**config.mk**
```make
export PLATFORM = sky130hd
export DESIGN_NAME = result_display
export DESIGN_NICKNAME = d
export VERILOG_FILES = /design/src/rtl/result_display.sv
export SDC_FILE = /design/constraint.sdc
export NUM_CORES = 1
export LEC_CHECK = 0
export ABC_CLOCK_PERIOD_IN_PS = 4400
export BUFFER_PORTS_ARGS = -buffer_cell sky130_fd_sc_hd__clkbuf_2
export CORE_MARGIN = 2
export CORE_UTILIZATION = 27
export DETAILED_ROUTE_END_ITERATION = 10
export PLACE_DENSITY = 0.41
export SYNTH_ARGS = -nofsm -noshare
export SYNTH_HDL_FRONTEND = slang
export SYNTH_SLANG_ARGS = --single-unit
export TNS_END_PERCENT = 50
```
**constraint.sdc**
```tcl
create_clock -name clk -period 4.4 [get_ports clk]
set_clock_uncertainty 0.2 [all_clocks]
set_input_delay 0.22 -clock clk [delete_from_list [all_inputs] [get_ports clk]]
set_output_delay 0.22 -clock clk [all_outputs]
set_load 0.01 [all_outputs]
```
**src/rtl/result_display.sv**
```systemverilog
// Result display: captures an 8-bit result, converts it to BCD with an
// iterative double-dabble FSM and scans it onto a 4-digit 7-seg display.
//
// Ports:
//   clk          in   system clock, rising edge
//   rst          in   synchronous active-high reset
//   result       in   [7:0] unsigned value to display
//   result_valid in   1-cycle strobe qualifying result
//   busy         out  conversion in progress
//   bcd          out  [11:0] last completed {hundreds,tens,ones}
//   an           out  [3:0] digit enables, active-low, an[0] = ones
//   seg          out  [6:0] segments {g,f,e,d,c,b,a}, active-low
module result_display #(
    parameter int REFRESH_DIV = 50000
) (
    input  logic        clk,
    input  logic        rst,
    input  logic [7:0]  result,
    input  logic        result_valid,
    output logic        busy,
    output logic [11:0] bcd,
    output logic [3:0]  an,
    output logic [6:0]  seg
);

    localparam int CW = (REFRESH_DIV > 1) ? $clog2(REFRESH_DIV) : 1;
    localparam logic [CW-1:0] CNT_LAST = CW'(REFRESH_DIV - 1);
    localparam logic [6:0] SEG_BLANK = 7'b1111111;

    typedef enum logic [1:0] {
        S_IDLE,
        S_CONVERT,
        S_DONE
    } state_t;

    state_t      state_q, state_d;
    logic [19:0] sr_q, sr_d;
    logic [2:0]  iter_q, iter_d;
    logic [7:0]  pend_q, pend_d;
    logic        pend_vld_q, pend_vld_d;
    logic [11:0] bcd_q, bcd_d;
    logic        busy_q, busy_d;

    logic [CW-1:0] cnt_q, cnt_d;
    logic [1:0]    digit_q, digit_d;
    logic [3:0]    an_q, an_d;
    logic [6:0]    seg_q, seg_d;

    // One double-dabble step: bump any BCD nibble >= 5 by 3, then shift.
    function automatic logic [19:0] dabble(input logic [19:0] s);
        logic [19:0] t;
        t = s;
        if (t[19:16] >= 4'd5) t[19:16] = t[19:16] + 4'd3;
        if (t[15:12] >= 4'd5) t[15:12] = t[15:12] + 4'd3;
        if (t[11:8]  >= 4'd5) t[11:8]  = t[11:8]  + 4'd3;
        return {t[18:0], 1'b0};
    endfunction

    function automatic logic [6:0] seg_of(input logic [3:0] d);
        logic [6:0] s;
        case (d)
            4'd0:    s = 7'b1000000;
            4'd1:    s = 7'b1111001;
            4'd2:    s = 7'b0100100;
            4'd3:    s = 7'b0110000;
            4'd4:    s = 7'b0011001;
            4'd5:    s = 7'b0010010;
            4'd6:    s = 7'b0000010;
            4'd7:    s = 7'b1111000;
            4'd8:    s = 7'b0000000;
            4'd9:    s = 7'b0010000;
            default: s = SEG_BLANK;
        endcase
        return s;
    endfunction

    // FSM state register
    always_ff @(posedge clk) begin
        if (rst) state_q <= S_IDLE;
        else     state_q <= state_d;
    end

    // FSM next state
    always_comb begin
        state_d = state_q;
        unique case (state_q)
            S_IDLE:    if (result_valid) state_d = S_CONVERT;
            S_CONVERT: if (iter_q == 3'd7) state_d = S_DONE;
            S_DONE:    state_d = (pend_vld_q || result_valid) ? S_CONVERT
                                                              : S_IDLE;
            default:   state_d = S_IDLE;
        endcase
    end

    // FSM outputs and conversion datapath
    always_comb begin
        sr_d       = sr_q;
        iter_d     = iter_q;
        pend_d     = pend_q;
        pend_vld_d = pend_vld_q;
        bcd_d      = bcd_q;
        busy_d     = (state_q != S_IDLE);
        unique case (state_q)
            S_IDLE: begin
                if (result_valid) begin
                    sr_d   = {12'h000, result};
                    iter_d = 3'd0;
                end
            end
            S_CONVERT: begin
                sr_d   = dabble(sr_q);
                iter_d = iter_q + 3'd1;
                if (result_valid) begin
                    pend_d     = result;
                    pend_vld_d = 1'b1;
                end
            end
            S_DONE: begin
                bcd_d  = sr_q[19:8];
                iter_d = 3'd0;
                if (pend_vld_q) begin
                    // Start on the buffered value; a strobe this cycle
                    // becomes the new pending entry.
                    sr_d       = {12'h000, pend_q};
                    pend_vld_d = result_valid;
                    if (result_valid) pend_d = result;
                end else if (result_valid) begin
                    // Empty buffer: write-then-load collapses to a direct load.
                    sr_d = {12'h000, result};
                end
            end
            default: ;
        endcase
    end

    always_ff @(posedge clk) begin
        if (rst) begin
            sr_q       <= '0;
            iter_q     <= '0;
            pend_q     <= '0;
            pend_vld_q <= 1'b0;
            bcd_q      <= '0;
            busy_q     <= 1'b0;
        end else begin
            sr_q       <= sr_d;
            iter_q     <= iter_d;
            pend_q     <= pend_d;
            pend_vld_q <= pend_vld_d;
            bcd_q      <= bcd_d;
            busy_q     <= busy_d;
        end
    end

    // Display scan
    always_comb begin
        logic [3:0] nib;
        logic       blank;
        logic       wrap;
        wrap    = (cnt_q == CNT_LAST);
        cnt_d   = wrap ? '0 : cnt_q + 1'b1;
        digit_d = wrap ? digit_q + 2'd1 : digit_q;
        an_d    = ~(4'b0001 << digit_q);
        nib     = 4'd0;
        blank   = 1'b1;
        unique case (digit_q)
            2'd0: begin
                nib   = bcd_q[3:0];
                blank = 1'b0;
            end
            2'd1: begin
                nib   = bcd_q[7:4];
                blank = (bcd_q[11:8] == 4'd0) && (bcd_q[7:4] == 4'd0);
            end
            2'd2: begin
                nib   = bcd_q[11:8];
                blank = (bcd_q[11:8] == 4'd0);
            end
            default: begin
                nib   = 4'd0;
                blank = 1'b1;
            end
        endcase
        seg_d = blank ? SEG_BLANK : seg_of(nib);
    end

    always_ff @(posedge clk) begin
        if (rst) begin
            cnt_q   <= '0;
            digit_q <= '0;
            an_q    <= 4'b1111;
            seg_q   <= SEG_BLANK;
        end else begin
            cnt_q   <= cnt_d;
            digit_q <= digit_d;
            an_q    <= an_d;
            seg_q   <= seg_d;
        end
    end

    assign busy = busy_q;
    assign bcd  = bcd_q;
    assign an   = an_q;
    assign seg  = seg_q;

endmodule

```
Word-level counts from Yosys, hierarchy flattened
Memories as Yosys holds them, arrays and structs flattened. A register that Yosys moved wholly into a read port is not among the register bits. Index checks and enable logic that the tools add are counted.

Bits in registers: 69. ROM bits: 112. Logic and storage cells: 67. Memories: 1. Input port bits: 11. Latch bits: 0. Memory bits (writable): 0.

Shifts and indexed selects: 1. Bitwise gates (word level): 1. Eq/ne operators: 10. Multiplexer cells: 20. Add/sub/neg operators: 6. Multiply operators: 0. Reduce and logical (&&, ||, !) cells: 15. Divide/modulo/power cells: 0. $lt $le $gt $ge: 3.

Memories: (name not given) (depth 16, bits a word 7, rd ports 1, clocked after Yosys merged registers in 1, write ports 0, line 61) `case (d)`.

Operators with widths (number): $pmux 20 s3 (1); $mux 20 (2); $add 16x1->16 const B (1); $eq 16x16->1 const B (1); $mux 8 (2); $pmux 8 s2 (1); $ge 4x3->1 const B (3); $pmux 4 s3 (1); $pmux 3 s3 (1); $add 4x2->4 const B (2); $logic_not 4->1 (2); $mux 4 (2); $ne 2x2->1 const B (4); $reduce_and 2->1 (4); $mux 3 (2); $pmux 2 s3 (1); $eq 2x1->1 const B (2); $eq 2x2->1 const B (2); $logic_not 2->1 (2); $mux 2 (2); $not 4->4 (1); $reduce_bool 2->1 (2); $reduce_or 2->1 (2); $shl 1x2->4 const A (1); 10 further kinds (12).

Logic depth before layout (Yosys ltp)
Depth in word-level cells: 4. Depth in mapped cells: 9. Depth with buffers taken out: 9.

Least setup slack after synthesis
Ideal clock, no wire load.

Kind: register -> register. From: reg digit_q[1]. To: reg seg_q[4], in the netlist seg[4]. Setup slack: 2214 ps. Stages on the path, launching flop included: 8. Data arrival time: 1917 ps. Required time: 4131 ps. Path through: dfxtp_1 -> inv_1 -> ha_1 -> a222oi_1 -> mux2_2 -> nand2_1 -> o21ai_2 -> o21ai_1.

Longest elaborated chain between the ends: 3.

RTL lines: start, declared (line 45) `logic [1:0] digit_q, digit_d;`; start signal, assigned (line 194) `digit_q <= digit_d;`; $eq 2x2->1 (tied with other cells) (line 165) `unique case (digit_q)`; $pmux 1 s3 (line 165); $reduce_or 2->1 (no line); end, declared (line 47) `logic [6:0] seg_q, seg_d;`.

Several ways; a longest one is shown, not always the timed one. A chain may end at the register's enable or synchronous reset.

Worst setup path after layout
From: reg state_q[0]. To: reg sr_q[11].

Longest elaborated chain between the ends: 2.

RTL lines: start, declared (line 36) `state_t state_q, state_d;`; start signal, assigned (line 80) `else state_q <= state_d;`; $eq 2x2->1 (tied with other cells) (line 103) `unique case (state_q)`; $pmux 20 s3 / $reduce_bool 3->1 (equally long branches); end signal, assigned (line 145) `sr_q <= sr_d;`; end, declared (line 37) `logic [19:0] sr_q, sr_d;`.

Several ways; a longest one is shown, not always the timed one.

==> key figures <==
Status
  – Run status: completed

Pwr
  – Power density cells: 365.3 nW/µm²
  – P_leak: approximately 0.0017 µW
  – Power Total: around 1500 µW
  – Maximum vdd drop: around 300 µV

STA
  – Final TNS setup: 0 ps
  – Fin crit period: 2945 ps
  – Final worst setup slack: between 1000 and 1500 ps
  – Pin slew with the least headroom to its limit: roughly 870 ps
  – Slew Viols, Final: 0
  – Final setup fails: 0
  – Relative slew slack: a little over two fifths
  – RSZ-0062 raised after global routing: false
  – Max Clk Rate: around 0.34 GHz
  – Hold Fails Final Rpt: 0
  – Crit share post-route: 66.94%

GRT
  – Largest net degree at the start of global routing: 56
  – Number of global-route vias before repair: approximately 2,700
  – Grt total ovfl: 0
  – First-pass GRT wire length: approximately 13,000 µm
  – Total global-route track usage: about an eighth
  – Initial antenna violation count: 0

Yosys
  – Synth Area in XOR/XNOR: between 4 and 5%
  – Top FF cell, synth: dfxtp_1
  – Post-synthesis compound-gate area fraction: ~15%
  – Post-synthesis simple-gate area fraction: between 10% and 20%
  – Portion of netlist area occupied by mux cells: around 6.9%
  – Number of synthesized flops with an enable pin: 0
  – Yosys cell types: 38
  – Avg Cell Area, Syn: 8.978 µm²
  – Cells after synthesis: roughly 390
  – Sequential area share after synthesis: between 40% and 50%
  – Ys async rst share: 0%
  – Syn Std Cell Area: between 3000 and 4000 µm²
  – Main combinational cell family by area after synthesis: simple AND/OR/NAND/NOR gates
  – Synth warnings: 0
  – Adder-Cell Fraction of Synth Area: between 8 and 9%
  – #FFs+latches synth: 76
  – Synth Net Count: approximately 420

Setup path
  – Top delay family on crit path: compound AO/OA/AOI/OAI gates
  – CP max stage cell: ha_1
  – Worst reg-to-reg path cell count: 7
  – R2R Path Start: state_q[0]
  – Max incr delay on CP: 730 ps
  – Arrival time worst endpoint: 3020 ps
  – Cell Chain, Critical Path: inv_1 > ha_1 > a21boi_0 > o21ai_1 > buf_4 > o21ai_0 > a21oi_1
  – Worst Path Max Fanout: 17
  – Worst Path Required: 4470 ps
  – FF-to-FF setup slack: 1450 ps
  – R2r endpoint: sr_q[11]
  – Setup crit start kind: flip-flop
  – Worst Setup SP: state_q[0]
  – Setup crit end kind: flip-flop
  – Crit Path Class: flip-flop to flip-flop
  – Crit path buf inv count: 2
  – WP depth: 7

Placement
  – Gp weighted congestion: 0.7578
  – Dpl ws: around 1500 ps
  – Post-DP HPWL: approximately 5300 µm
  – Port Buffers: 34

Min path
  – Min-delay src: result_valid
  – Min-delay worst type: primary input to flip-flop
  – Hold depth: 4
  – WHS Endpoint: pend_vld_q

Floorplanning
  – Rows: 41
  – Ports: 35
  – Core area: roughly 13,000 µm²
  – Vert. Die Dim: 117.4 µm
  – Starting Density: between 20% and 30%
  – Die Span X: ~120 µm
  – Die area: approximately 14,000 µm²

Layout
  – Core Util, Final: between 30 and 40%
  – Diode count: 0
  – Ratio of cells with drive above 1 in the final layout: 12.85%
  – Final #Nets: between 400 and 500
  – Fillcell total: 1,364
  – Layout area overhead: 19.45%

Detailed routing
  – Remaining DRCs: 0
  – Drt pass-1 iters: 5
  – Final wirelength: between 7000 and 8000 µm
  – WL per Instance: between 10 and 15 µm
  – ANT nets after route: 0
  – Iteration-0 DRC Markers: between 150 and 200
  – Via density: approximately 4.6
  – DR vias: about 2,800

Clocking
  – Clk sinks: 76
  – CTS Buffer Depth: 2
  – CTS tree: done
  – Clock Latency Late Sink: about 340 ps
  – Clock transition at the registers of the reported paths: approximately 60 ps
  – H-Tree Depth: 3
  – Clock root buffer master: clkbuf_16
  – CTS resizes: 0
  – Number of CTS-inserted buffers: 9

Run
  – Max-cap viol count: 0
worst reg2reg max path: cells and delay by family, from the launching register on:
kind            cells  cell delay (ps)
compound gates      4             1230
fa+ha+maj           1              730
buf+inv             2              400
flops               1              340
metrics by stage:
step | instance area [µm²] | hold WS [ps] | instances
after CTS | 4150 | 135.9 | 600
after floorplan | 3475 | 163.9 | 387
final | 4150 | 156.5 | 600
after detailed placement | 3804 | 249.6 | 577
after global placement | 3804 | 242.8 | 577
after global routing | 4150 | 209.9 | 600
worst max-delay path by stage:
stage	endpoint
floorplan	seg[4]
global placement	sr_q[11]
detailed placement	sr_q[19]
CTS	sr_q[19]
global route	sr_q[11]
finish	sr_q[11]
what timing repair did:
item                                   in CTS  in global routing
hold buffers                                8                  0
endpoints found under the hold margin      15                  0
buffers inserted                            0                  0
area by class of cell:
cell class / instances / area (µm²) / area share, %
clock inverter: 6 / 41.29 / 0.9949
multi-input combinational: 275 / 1814 / 43.71
sequential: 76 / 1521 / 36.66
timing repair buffer: 44 / 265.3 / 6.391
clock buffer: 9 / 225.2 / 5.427
inverter: 18 / 67.56 / 1.628
tap: 172 / 215.2 / 5.185
flip-flops by register name, indices dropped and copies added (netlist names):
register	cells
digit_q	2
pend_q	8
an	4
iter_q	3
cnt_q	16
pend_vld_q	1
busy	1
seg	7
sr_q	20
bcd	12
state_q	2
Yosys cell counts (all sizes together), types with 8 or more instances:
library cell	number	area (µm²)
nand2b	11	68.82
a22oi	8	60.06
nand2	17	63.81
a21oi	15	75.07
clkbuf	14	52.55
o21ai	23	122.6
nand3	11	55.05
xnor2	11	96.34
ha	23	287.8
mux2i	23	230.2
inv	18	67.56
a222oi	11	110.1
nor2	68	255.2
dfxtp	76	1521
power breakdown:
group          switching (µW)  total (µW)  internal [µW]
combinational            76.2         124           48.2
sequential               12.9         723            710
clock                     291         669            378
total                     380        1520           1140
cell families after synthesis:
logic type | after synthesis
AOI/OAI and AO/OA | 76
xor gates and xnor gates | 18
adders and majority gates | 23
buffers and inverters | 36
DFF | 76
muxes | 24
and+or+nand+nor | 134
per-layer routing:
layer	GRT usage, %	up-vias	wire (µm)
li1	-	1413	-
met1	14.89	1298	3695
met2	18.35	64	3460
met3	4.767	7	448
met4	4.367	0	101
met5	0	-	0
placed cells by master (no fill, tap or decap), types with 3 or more instances in the layout:
| master | count |
|---|---|
| dlygate4sd3_1 | 8 |
| clkbuf_2 | 34 |
| nor3_1 | 7 |
| clkbuf_16 | 9 |
| a22oi_1 | 8 |
| nand3_1 | 11 |
| nand2_1 | 17 |
| a21o_1 | 4 |
| a21oi_1 | 15 |
| o21ai_0 | 14 |
| xor2_1 | 7 |
| clkinvlp_4 | 3 |
| ha_1 | 23 |
| nand4_1 | 4 |
| xnor2_1 | 11 |
| inv_1 | 18 |
| a22o_1 | 7 |
| nand2b_1 | 11 |
| nor2_1 | 68 |
| a222oi_1 | 11 |
| o21ai_1 | 7 |
| nor2b_1 | 3 |
| dfxtp_1 | 76 |
| mux2i_1 | 23 |
| and3_1 | 5 |
(Power assumes the default switching activity.)
